`src/rtl/pipe_skid_reg.sv`:
```
// pipe_skid_reg: registered valid/ready pipeline stage with a two-entry skid buffer,
// synchronous flush and occupancy count.
module pipe_skid_reg #(
    parameter int               WIDTH     = 32,
    parameter logic [WIDTH-1:0] RESET_VAL = '0
) (
    input  logic             clk,
    input  logic             rst,
    input  logic             flush,
    input  logic             in_valid,
    output logic             in_ready,
    input  logic [WIDTH-1:0] in_data,
    output logic             out_valid,
    input  logic             out_ready,
    output logic [WIDTH-1:0] out_data,
    output logic [1:0]       count
);
    localparam logic [1:0] EMPTY = 2'd0, BUSY = 2'd1, FULL = 2'd2;
    logic [WIDTH-1:0] main_q, skid_q, main_n, skid_n;
    logic [1:0]       cnt_n;
    logic             in_fire, out_fire;
    assign in_fire  = in_valid & in_ready;
    assign out_fire = out_valid & out_ready;
    assign out_data = main_q;
    always_comb begin
        cnt_n  = count;
        main_n = main_q;
        skid_n = skid_q;
        case (count)
            EMPTY: if (in_fire) begin
                main_n = in_data;
                cnt_n  = BUSY;
            end
            BUSY: if (in_fire && out_fire) begin
                main_n = in_data;
            end else if (in_fire) begin
                skid_n = in_data;
                cnt_n  = FULL;
            end else if (out_fire) begin
                cnt_n  = EMPTY;
            end
            FULL: if (out_fire) begin
                main_n = skid_q;
                cnt_n  = BUSY;
            end
            default: cnt_n = EMPTY;
        endcase
    end
    // Handshake flags are registered from the next occupancy so stalls never ripple combinationally.
    always_ff @(posedge clk) begin
        if (!rst || flush) begin
            count     <= EMPTY;
            main_q    <= RESET_VAL;
            skid_q    <= RESET_VAL;
            out_valid <= 1'b0;
            in_ready  <= 1'b1;
        end else begin
            count     <= cnt_n;
            main_q    <= main_n;
            skid_q    <= skid_n;
            out_valid <= (cnt_n != EMPTY);
            in_ready  <= (cnt_n != FULL);
        end
    end
endmodule

```
`config.mk`:
```
export PLATFORM = sky130hd
export DESIGN_NAME = pipe_skid_reg
export DESIGN_NICKNAME = d
export VERILOG_FILES = /design/src/rtl/pipe_skid_reg.sv
export SDC_FILE = /design/constraint.sdc
export NUM_CORES = 1
export LEC_CHECK = 0
export ABC_AREA = 1
export CAP_MARGIN = 20
export CELL_PAD_IN_SITES_DETAIL_PLACEMENT = 2
export CELL_PAD_IN_SITES_GLOBAL_PLACEMENT = 2
export CORE_MARGIN = 2
export CORE_UTILIZATION = 28
export DETAILED_ROUTE_END_ITERATION = 8
export MAX_ROUTING_LAYER = met4
export PLACE_DENSITY_LB_ADDON = 0.2
export REMOVE_ABC_BUFFERS = 1
export SLEW_MARGIN = 40
export SYNTH_ARGS = -nofsm -noshare
export SYNTH_HDL_FRONTEND = slang
export SYNTH_SLANG_ARGS = --single-unit
```
`constraint.sdc`:
```
create_clock -name clk -period 2.3 [get_ports clk]
set_input_delay 0.46 -clock clk [delete_from_list [all_inputs] [get_ports clk]]
set_output_delay 0.46 -clock clk [all_outputs]
set_load 0.02 [all_outputs]
```
==> metrics.md <==
| Metric | Value |
|---|---|
| Status | finished clean |
| Final WL | 8.92 mm |
| Final GP Congestion | roughly 0.68 |
| TritonCTS clock tree | yes |
| TritonRoute pass-1 iters | 4 |
| Cell taking the most area after synthesis | dfxtp_1 |
| Internal | approximately 0.0019 W |
| Antenna violations before repair | 0 |
| CP Class | flip-flop to output port |
| Worst-path maximum fanout | 5 |
| Worst path top cell family by delay | buffers and inverters |
| Compound-cell area share of the yosys netlist | between 5 and 6% |
| Post-Place Cells | approximately 690 |
| Area of the core | 10800 µm² |
| Worst rel slew slack | a little under three fifths |
| HPWL Detailed | a little under 6 mm |
| Nature of the critical path startpoint | flip-flop |
| GR Overflow Total | 0 |
| Maximum buffer depth of the clock tree | 2 |
| Critical Path AT | between 1 and 1.5 ns |
| # IOs | between 70 and 80 |
| Postcts setup bufs | 0 |
| Worst hold path class | flip-flop to flip-flop |
| Seq/Total Area, Yosys | between 40 and 50% |
| CTS sink cnt | about 70 |
| Largest family of logic cells by synthesized area | simple AND/OR/NAND/NOR gates |
| Critical path's slowest cell | clkdlybuf4s50_1 |
| Area Growth Syn to Fin | 31.9% |
| Switching power total | ~0.00070 W |
| Worst vdd ir | between 0.2 and 0.25 mV |
| Synth unique cells | 15 |
| CP Cell Sequence | clkdlybuf4s50_1 |
| Main synth FF type | dfxtp_1 |
| Root Buffer | clkbuf_8 |
| Initial Util | between 20% and 30% |
| PD cells | roughly 630 nW/µm² |
| Setup-failing EPs final | 0 |
| Hold Crit Start | out_data[31]$_SDFFE_PP0P_ |
| FILL cells | roughly 1300 |
| Worst slew pin tran | 0.670 ns |
| Drt wl/cell | ~13 µm |
| Vias per inst | about 4.4 |
| XOR/XNOR share of the synthesized area | 0% |
| Post-CTS sizing | 0 |
| Final hold violation count | 0 |
| Fmax | between 500 and 600 MHz |
| Row count | 38 |
| CP startpoint | count[1]$_SDFF_PP0_ |
| Final Skew | 0.00386 ns |
| CP bufs+invs | 1 |
| N_diodes | 0 |
| Share of cells above drive strength 1 | roughly 4.0% |
| Overall die height | around 110 µm |
| Met3 WL post-DR | ~300 µm |
| Max-slew violations | 0 |
| Mux cell area share after synthesis | 0% |
| IO buf count | just over 70 |
| Largest stage delay, worst path | 0.64 ns |
| DRT antenna net count | 0 |
| Tmin final | roughly 1.9 ns |
| Number of global-route vias before repair | between 3000 and 4000 |
| DRC | 0 |
| Simple-Gate Fraction of Synth Area | a little over a third |
| Met2 WL | between 4 and 5 mm |
| Share of the synthesized area in the top cell type | 43.6% |
| Post-synthesis adder-cell area fraction | 0% |
| Worst-Skew Late Latency | roughly 0.35 ns |
| Max-cap viol count | 0 |
| Die Footprint | approximately 12000 µm² |
| Ys async rst share | 0% |
| Synthesized area per cell | about 6.2 µm² |
| Layout Nets | 600 |
| Final std cells w/o fill | 708 |
| GRT Total Usage | ~17% |
| Power Total | ~0.0026 W |
| Vias post-DR | roughly 3100 |
| Die Wd | about 110 µm |
| Setup crit end kind | output port |
| Comb power frac | between 10% and 20% |
| Clock-pin slew on the worst setup and hold paths | 0.07 ns |
| Critical path required time | 1.84 ns |
| RSZ-0062 raised after global routing | false |
| Period utilisation layout | around 81% |
| Mapped Cells | 502 |
| Clock power share | between 30 and 40% |
| Setup TNS | 0 ns |
| Leak | 2.03 nW |
| Cells taking the most area after synthesis | dfxtp_1, nand2_1, nor2_1 |
| First-pass GRT wire length | between 15 and 20 mm |
| Number of synthesized register bits | 68 |
| R2r startpoint | count[0]$_SDFF_PP0_ |
| Number of synthesized flops with an enable pin | 0 |
| Post-synthesis instance area | around 3100 µm² |
| Largest net degree at the start of global routing | 67 |
| YS warnings | 0 |
| Met1 WL | 3.92 mm |
| DR top layer | met4 |
| H-Tree Depth | 3 |
| Initial DRC count | between 100 and 150 |
| Net Sw Frac | 27.0% |
| Hold Buf Count CTS | 0 |
| Seq pwr share | between 40% and 50% |
| CTS Buf Count | 9 |
[cell usage after synthesis, types with 3 or more instances]
master	n
buf_4	5
buf_2	14
o21ai_1	15
dfxtp_1	68
nor2_1	130
inv_1	69
o21ai_0	19
buf_6	6
clkbuf_1	3
nand2_1	168
[logic make-up after synthesis]
kind of cell | Yosys count
AO/OA/AOI/OAI | 34
buffers and inverters | 98
flip-flops | 68
AND/OR/NAND/NOR | 302
[stage by stage]
step | hold slack (ns) | utilization [%] | setup WS [ns] | area [µm²]
final | 0.515 | 38.0 | 0.442 | 4120
after detailed placement | 0.507 | 36.3 | 0.316 | 3940
after global placement | 0.498 | 36.3 | 0.397 | 3940
after CTS | 0.519 | 38.0 | 0.403 | 4120
after floorplan | 0.489 | - | -0.671 | 2940
after global routing | 0.553 | 38.0 | 0.350 | 4120
[power by group through the flow]
stage	Sequential, W	Combinational [W]	Clock (W)
final	0.00124	0.000421	0.000926
after global routing	0.00124	0.000479	0.00101
after CTS	0.00124	0.000432	0.000969
after detailed placement	0.00127	0.000429	0
after global placement	0.00127	0.000409	0
after floorplan	0.00130	0.000179	0
[cell usage in the layout (no fill, tap or decap)]
cell type          n
inv_2              1
nor2_4             1
inv_1             69
buf_4              2
dfxtp_1           68
clkdlybuf4s50_1   72
nand3_1            1
nand2_1          167
nand2_2            2
clkinv_2           1
clkbuf_1           3
clkbuf_8          12
nand4_1            1
nor2_1           129
nand3b_1           1
buf_12             4
o21ai_0           19
o21ai_1           15
[layer usage]
| layer | GRT usage (%) | vias to the layer above |
|---|---|---|
| met2 | 29.5 | 52 |
| met5 | - | - |
| li1 | - | 1575 |
| met1 | 18.6 | 1492 |
| met3 | 2.90 | 13 |
| met4 | 7.59 | 0 |
[registers in the layout, summed over array words and instances (netlist names)]
| signal | flops |
|---|---|
| out_valid | 1 |
| in_ready | 1 |
| count | 2 |
| out_data | 32 |
| skid_q | 32 |
[worst paths after layout]
path | end | slack [ns] | cells after the start
worst min register to register | out_data[31]$_SDFFE_PP0P_ | 0.52 | 4
worst max-delay path | count[1] | 0.44 | 1
worst max register to register | out_data[12]$_SDFFE_PP0P_ | 0.71 | 6
worst min-delay path | out_data[31]$_SDFFE_PP0P_ | 0.52 | 4
[layout make-up]
cell class	instances	area, µm²	area share [%]
clock buffer	15	176	4.28
clock inverter	1	5.00	0.121
inverter	70	263	6.38
multi-input combinational	336	1320	32.1
sequential	68	1360	33.0
tap	140	175	4.25
timing repair buffer	78	816	19.8
(Power assumes the default switching activity.)
